--- src/rtl/broadcast_pack_pkg.sv ---
// Shared constants for broadcast_pack: parameter-set derived sizes, FSM encoding and
// the word formatting helper used when BCAST_PACK_BYTE_SWAP_EN is defined.
package broadcast_pack_pkg;

    typedef logic [15:0] pset_t;

    localparam pset_t PSET_L1     = "L1";
    localparam pset_t PSET_L5     = "L5";
    localparam int    TAU_DEFAULT = 17;

    typedef enum logic [1:0] {
        ST_IDLE = 2'd0,
        ST_RUN  = 2'd1,
        ST_DONE = 2'd2
    } state_e;

    // Words per alpha (and per beta).
    function automatic int t_for(input pset_t ps);
        return (ps == PSET_L5) ? 4 : 3;
    endfunction

    function automatic int d_split_for(input pset_t ps);
        return (ps == PSET_L1) ? 1 : 2;
    endfunction

    // Entries per signature.
    function automatic int ne_for(input int tau, input int d_split);
        return tau * d_split;
    endfunction

    // Stream words per signature.
    function automatic int nw_for(input int ne, input int t);
        return ne * 2 * t;
    endfunction

    function automatic logic [31:0] byte_swap(input logic [31:0] w);
        return {w[7:0], w[15:8], w[23:16], w[31:24]};
    endfunction

endpackage

--- src/rtl/bcast_pingpong_buf.sv ---
// Two-slot ping-pong store for {beta, alpha} entries; a write may land in the slot
// being released by a pop in the same cycle.
module bcast_pingpong_buf #(
    parameter int W = 256
) (
    input  logic         clk_i,
    input  logic         rst_ni,
    input  logic         flush_i,
    input  logic         wr_en_i,
    input  logic [W-1:0] wr_data_i,
    input  logic         rd_pop_i,
    output logic [W-1:0] rd_data_o,
    output logic         full_o,
    output logic         empty_o
);

    logic [W-1:0] mem_q [2];
    logic         wr_ptr_q;
    logic         rd_ptr_q;
    logic [1:0]   cnt_q;

    always_ff @(posedge clk_i or negedge rst_ni) begin
        if (!rst_ni) begin
            wr_ptr_q <= 1'b0;
            rd_ptr_q <= 1'b0;
            cnt_q    <= 2'd0;
        end else if (flush_i) begin
            wr_ptr_q <= 1'b0;
            rd_ptr_q <= 1'b0;
            cnt_q    <= 2'd0;
        end else begin
            if (wr_en_i)  wr_ptr_q <= ~wr_ptr_q;
            if (rd_pop_i) rd_ptr_q <= ~rd_ptr_q;
            case ({wr_en_i, rd_pop_i})
                2'b10:   cnt_q <= cnt_q + 2'd1;
                2'b01:   cnt_q <= cnt_q - 2'd1;
                default: cnt_q <= cnt_q;
            endcase
        end
    end

    // NOTE: payload slots carry no reset; occupancy lives in cnt_q, so stale contents are never read.
    always_ff @(posedge clk_i) begin
        if (wr_en_i) mem_q[wr_ptr_q] <= wr_data_i;
    end

    assign rd_data_o = mem_q[rd_ptr_q];
    assign full_o    = (cnt_q == 2'd2);
    assign empty_o   = (cnt_q == 2'd0);

endmodule

--- src/rtl/broadcast_pack.sv ---
// Packs broadcast-stage (alpha, beta) entries into a 32-bit ready/valid word stream.
// Define BCAST_PACK_BYTE_SWAP_EN to byte-reverse every output word.
module broadcast_pack
    import broadcast_pack_pkg::*;
#(
    parameter pset_t PARAMETER_SET = PSET_L5,
    parameter int    T             = t_for(PARAMETER_SET),
    parameter int    TAU           = TAU_DEFAULT,
    parameter int    D_SPLIT       = d_split_for(PARAMETER_SET)
) (
    input  logic            i_clk,
    input  logic            i_rst,
    input  logic            i_start,
    input  logic            i_valid,
    input  logic [32*T-1:0] i_alpha,
    input  logic [32*T-1:0] i_beta,
    output logic [31:0]     o_data,
    output logic            o_valid,
    input  logic            i_ready,
    output logic            o_last,
    output logic            o_busy,
    output logic            o_err,
    output logic            o_done
);

    localparam int NE    = ne_for(TAU, D_SPLIT);
    localparam int WPE   = 2 * T;
    localparam int ENT_W = $clog2(NE + 1);
    localparam int WRD_W = $clog2(WPE);

    state_e           state_q;
    logic [ENT_W-1:0] ent_q;
    logic [WRD_W-1:0] word_q;
    logic             err_q;

    logic [64*T-1:0]  rd_entry;
    logic             buf_full;
    logic             buf_empty;
    logic [31:0]      word_sel;
    logic             last_word;
    logic             xfer;
    logic             pop;
    logic             accept;
    logic             reject;

    assign last_word = (word_q == WRD_W'(WPE - 1));
    assign o_valid   = (state_q == ST_RUN) && !buf_empty;
    assign xfer      = o_valid && i_ready;
    assign pop       = xfer && last_word;

    // With all NE entries captured and a single slot occupied, the read slot holds the final entry.
    assign o_last = o_valid && last_word && !buf_full && (ent_q == ENT_W'(NE));

    assign accept = i_valid && !i_start && (state_q == ST_RUN) &&
                    (ent_q != ENT_W'(NE)) && (!buf_full || pop);
    assign reject = i_valid && !i_start && !accept;

    bcast_pingpong_buf #(
        .W (64 * T)
    ) u_buf (
        .clk_i     (i_clk),
        .rst_ni    (i_rst),
        .flush_i   (i_start),
        .wr_en_i   (accept),
        .wr_data_i ({i_beta, i_alpha}),
        .rd_pop_i  (pop),
        .rd_data_o (rd_entry),
        .full_o    (buf_full),
        .empty_o   (buf_empty)
    );

    always_comb begin
        word_sel = '0;
        for (int i = 0; i < WPE; i++) begin
            if (word_q == WRD_W'(i)) word_sel = rd_entry[32*i +: 32];
        end
    end

`ifdef BCAST_PACK_BYTE_SWAP_EN
    assign o_data = o_valid ? byte_swap(word_sel) : 32'd0;
`else
    assign o_data = o_valid ? word_sel : 32'd0;
`endif

    always_ff @(posedge i_clk or negedge i_rst) begin
        if (!i_rst) begin
            state_q <= ST_IDLE;
            ent_q   <= '0;
            word_q  <= '0;
            err_q   <= 1'b0;
        end else if (i_start) begin
            state_q <= ST_RUN;
            ent_q   <= '0;
            word_q  <= '0;
            err_q   <= 1'b0;
        end else begin
            if (accept) ent_q <= ent_q + 1'b1;
            if (reject) err_q <= 1'b1;
            case (state_q)
                ST_RUN: begin
                    if (xfer) begin
                        word_q <= last_word ? '0 : word_q + 1'b1;
                        if (o_last) state_q <= ST_DONE;
                    end
                end
                ST_DONE: state_q <= ST_IDLE;
                default: state_q <= ST_IDLE;
            endcase
        end
    end

    assign o_busy = (state_q == ST_RUN);
    assign o_done = (state_q == ST_DONE);
    assign o_err  = err_q;

endmodule

--- config.mk ---
export PLATFORM = sky130hd
export DESIGN_NAME = broadcast_pack
export DESIGN_NICKNAME = d
export VERILOG_FILES = /design/src/rtl/broadcast_pack_pkg.sv /design/src/rtl/bcast_pingpong_buf.sv /design/src/rtl/broadcast_pack.sv
export SDC_FILE = /design/constraint.sdc
export NUM_CORES = 1
export LEC_CHECK = 0
export BUFFER_PORTS_ARGS = -buffer_cell sky130_fd_sc_hd__buf_4
export CAP_MARGIN = 20
export CORE_MARGIN = 4
export CORE_UTILIZATION = 57
export CTS_BUF_LIST = sky130_fd_sc_hd__clkbuf_16
export DETAILED_ROUTE_END_ITERATION = 10
export PLACE_DENSITY = 0.86
export SETUP_SLACK_MARGIN = 0.02
export SLEW_MARGIN = 20
export SYNTH_ARGS = -nofsm -noshare
export SYNTH_HDL_FRONTEND = slang
export SYNTH_SLANG_ARGS = --single-unit
--- constraint.sdc ---
create_clock -name i_clk -period 16.29 [get_ports i_clk]
set_clock_uncertainty 0.2 [all_clocks]
set_input_delay 1.629 -clock i_clk [delete_from_list [all_inputs] [get_ports i_clk]]
set_output_delay 1.629 -clock i_clk [all_outputs]
set_load 0.03 [all_outputs]
==> results by group <==
Clock tree
  • Post-CTS Setup Repair Bufs: 0
  • CTS Hold Buffers Added: 0
  • Worst-path clk slew: 0.06 ns
  • CTS Buffer Depth: 3
  • Num Clock Sinks: 528
  • CTS Buf Count: 52
  • # H-tree levels: 2
  • CTS tree: yes
  • Clk Latency, worst-skew pair: 0.58 ns
  • Post-CTS resize count: 0
  • Root buf cell: clkbuf_16

Critical path
  • Worst EP required: 14.46 ns
  • Cell family with most CP delay: buffers and inverters
  • Most common cell on crit path: buf_4
  • Number of cells on the critical path: 7
  • Slowest cell on crit path: buf_4
  • CP max stage delay: 0.90 ns
  • Critical Path Source Type: flop
  • CP bufs+invs: 3
  • Critical path peak fanout: 59
  • Critical path endpoint category: primary output
  • Worst Path Arrival: 4.50 ns
  • Type of the worst setup path: reg2out
  • Crit path cell chain: buf_4 -> buf_4 -> mux2i_1 -> o221ai_1 -> a22oi_1 -> o21ai_1 -> buf_4
  • R2R depth: 7

Synthesis
  • Gate Count Post-Synth: 1284
  • Dominant cell type by area after synthesis: edfxtp_1
  • FF+latch count, synth: 528
  • Synth Cell Area: 0.0214 mm²
  • Ys Warns: 0
  • Syn Nets: 1553
  • Synth Area per Inst: 16.6 µm²
  • Seq/Total Area, Yosys: 0.738
  • Area share of the largest cell type after synthesis: 0.720
  • Synth top area cells: edfxtp_1 (72%), mux2i_1 (11%), a22oi_1 (2.2%)
  • Post-synth cell types: 43

Placed design
  • Buffers on Ports: 297
  • Dpl cells: 1976
  • Final HPWL DP: 32900 µm
  • Global placer's final weighted congestion: 0.849

Global route
  • First-pass GRT wire length: 79700 µm
  • Initial antenna violation count: 10
  • Largest net degree at the start of global routing: 191
  • Grt ovf: 0
  • Vias in the first global route: 13613
  • Tot GR Track Use: 0.257

Timing
  • RSZ-0062 raised after global routing: no
  • Fin Setup TNS: 0 ns
  • Maximum clock rate: 158 MHz
  • Fin Hold WS: 0.295 ns
  • Final min period: 6.33 ns
  • Setup violators final: 0
  • Tcrit/Tclk final: 0.389
  • Max transition margin: 0.240
  • Worst-Margin Slew: 1.14 ns
  • Hold Fails Final Rpt: 0
  • Pins Over Slew Limit: 0

Hold path
  • Hold Path Stages: 2
  • Worst Hold Class: reg2reg

Detailed routing
  • Wirelength per Cell: 25.9 µm
  • # DRC: 0
  • Detail Route Antenna Nets: 0
  • Pre-antenna DRT Iters: 5
  • Vias per inst: 6.31
  • Via Count: 13147
  • DR iter-0 viols: 1439
  • Routed wire length: 54000 µm

Run status
  • Status: completed

Die
  • Starting Density: 0.581
  • Row cnt: 70
  • Die W: 202 µm
  • Io pins: 298
  • Die H: 202 µm
  • Core footprint: 0.0368 mm²
  • Die area: 0.0406 mm²

Power
  • Final Power: 2.90 mW
  • Leakage: 8.39 nW
  • PD cells: 113 mW/mm²
  • Peak VDD IR: 103 µV

Final layout
  • Layout cells sized above 1: 0.268
  • Nets@finish: 1832
  • Cell Count, Final, Fillers Out: 2083
  • Layout area overhead: 20.0%

Run
  • Max-Cap Viols: 0
[stage by stage]
step,util,setup WS (ns),instance area [µm²]
3_5_place_dp,0.652,10.65,24000
6_report,0.697,9.96,25600
5_1_grt,0.697,9.75,25600
3_3_place_gp,0.652,10.69,24000
2_1_floorplan,-,2.36,21400
4_1_cts,0.695,9.99,25600
[cell families after synthesis]
family          after synthesis  synth area share
flops                       528             0.738
compound gates              280            0.0860
simple gates                110            0.0257
fa+ha+maj                     8           0.00469
buf+inv                      97            0.0211
xor+xnor                      2          0.000820
mux                         259             0.123
[placed cells by master (no fill, tap or decap), types with 2 or more instances in the layout]
master     Yosys  routed
inv_6          0       2
clkinv_2       0       8
buf_12         0       2
dfrtp_1       16      15
a311oi_1       2       2
clkbuf_16      0      53
o21ai_1       31      31
nor2_4         0       3
xnor2_1        2       2
nand2b_1       3       2
o31ai_1        2       2
nand3b_1       3       3
ha_1           8       6
diode_2        0      10
nand3_1       34      34
a21oi_1       72      72
mux2i_1      227     226
nand2_1       40      40
bufinv_16      0       3
and2_1         6       3
a32oi_1       32      32
a22oi_1       64      64
or4_1          2       2
ha_2           0       2
buf_4         14     311
inv_1          8      18
or3_1          3       3
o221ai_1      32      32
clkinv_1       0      18
mux2_2        32      32
edfxtp_1     512     512
nor2_1         8       5
and2_2         0       3
o21ai_0       39      39
[area by class of cell]
cell class | instances | area (µm²)
antenna | 10 | 25.0
clock buffer | 53 | 1330
clock inverter | 43 | 272
fill | 2347 | 11200
inverter | 8 | 30.0
multi-input combinational | 659 | 5210
sequential | 528 | 15800
tap | 468 | 586
timing repair buffer | 314 | 2400
[per-layer routing]
metal | GRT usage | routed length, µm | part of all wire | up-vias
li1 | - | - | - | 5733
met1 | 0.342 | 20700 | 0.38 | 6578
met2 | 0.412 | 26500 | 0.49 | 717
met3 | 0.0548 | 4780 | 0.088 | 119
met4 | 0.117 | 2010 | 0.037 | 0
met5 | 0 | 0 | 0 | -
[state kept, by name (all words and copies together) (netlist names)]
name / cells
u_buf.wr_ptr_q: 1
state_q: 2
word_q: 3
u_buf.rd_ptr_q: 1
u_buf.cnt_q: 2
u_buf.mem_q: 512
ent_q: 6
o_err: 1
[worst reg2reg max path, stage by stage, from the launching register on]
cell      delay (ns)
dfrtp_1         0.67
ha_2            0.76
buf_4           0.56
and2_1          0.31
o221ai_2        0.35
nor2_4          0.23
buf_12          0.76
buf_4           1.02
[report_power, final]
group | switching [mW] | internal, mW | total, mW | leakage, nW
sequential | 0.0143 | 1.55 | 1.56 | 4.91
clock | 0.492 | 0.636 | 1.13 | 0.824
combinational | 0.128 | 0.0819 | 0.209 | 2.66
[path summary, 6_finish.rpt]
kind | startpoint | to | slack (ns)
max | u_buf.rd_ptr_q | o_data[4] | 9.96
min | o_err | o_err | 0.30
max reg2reg | word_q[2] | u_buf.mem_q[1][175] | 10.96
min reg2reg | o_err | o_err | 0.30
max in group asynchronous | i_rst | u_buf.rd_ptr_q | 14.99
min in group asynchronous | i_rst | u_buf.wr_ptr_q | 0.69
[cell usage after synthesis (all sizes together)]
library cell    n
mux2i         227
a22oi          64
nand2          40
a311oi          2
nand3b          3
a21boi          1
nand2b          3
clkbuf         48
nand4b          1
nor3            1
and3            1
o211ai          1
nand4           1
nor2            8
and2            6
o21a            1
a21oi          72
dfrtp          16
mux2           32
nand4bb         1
edfxtp        512
o2bb2ai         1
nor3b           2
inv             8
or4             2
a32oi          32
nand3          34
and4bb          1
xnor2           2
o31ai           2
o221ai         33
ha              8
nor2b           2
or3             3
a21o            1
or3b            1
o21ai          70
buf            41
Power figures use the tool's default switching activity.
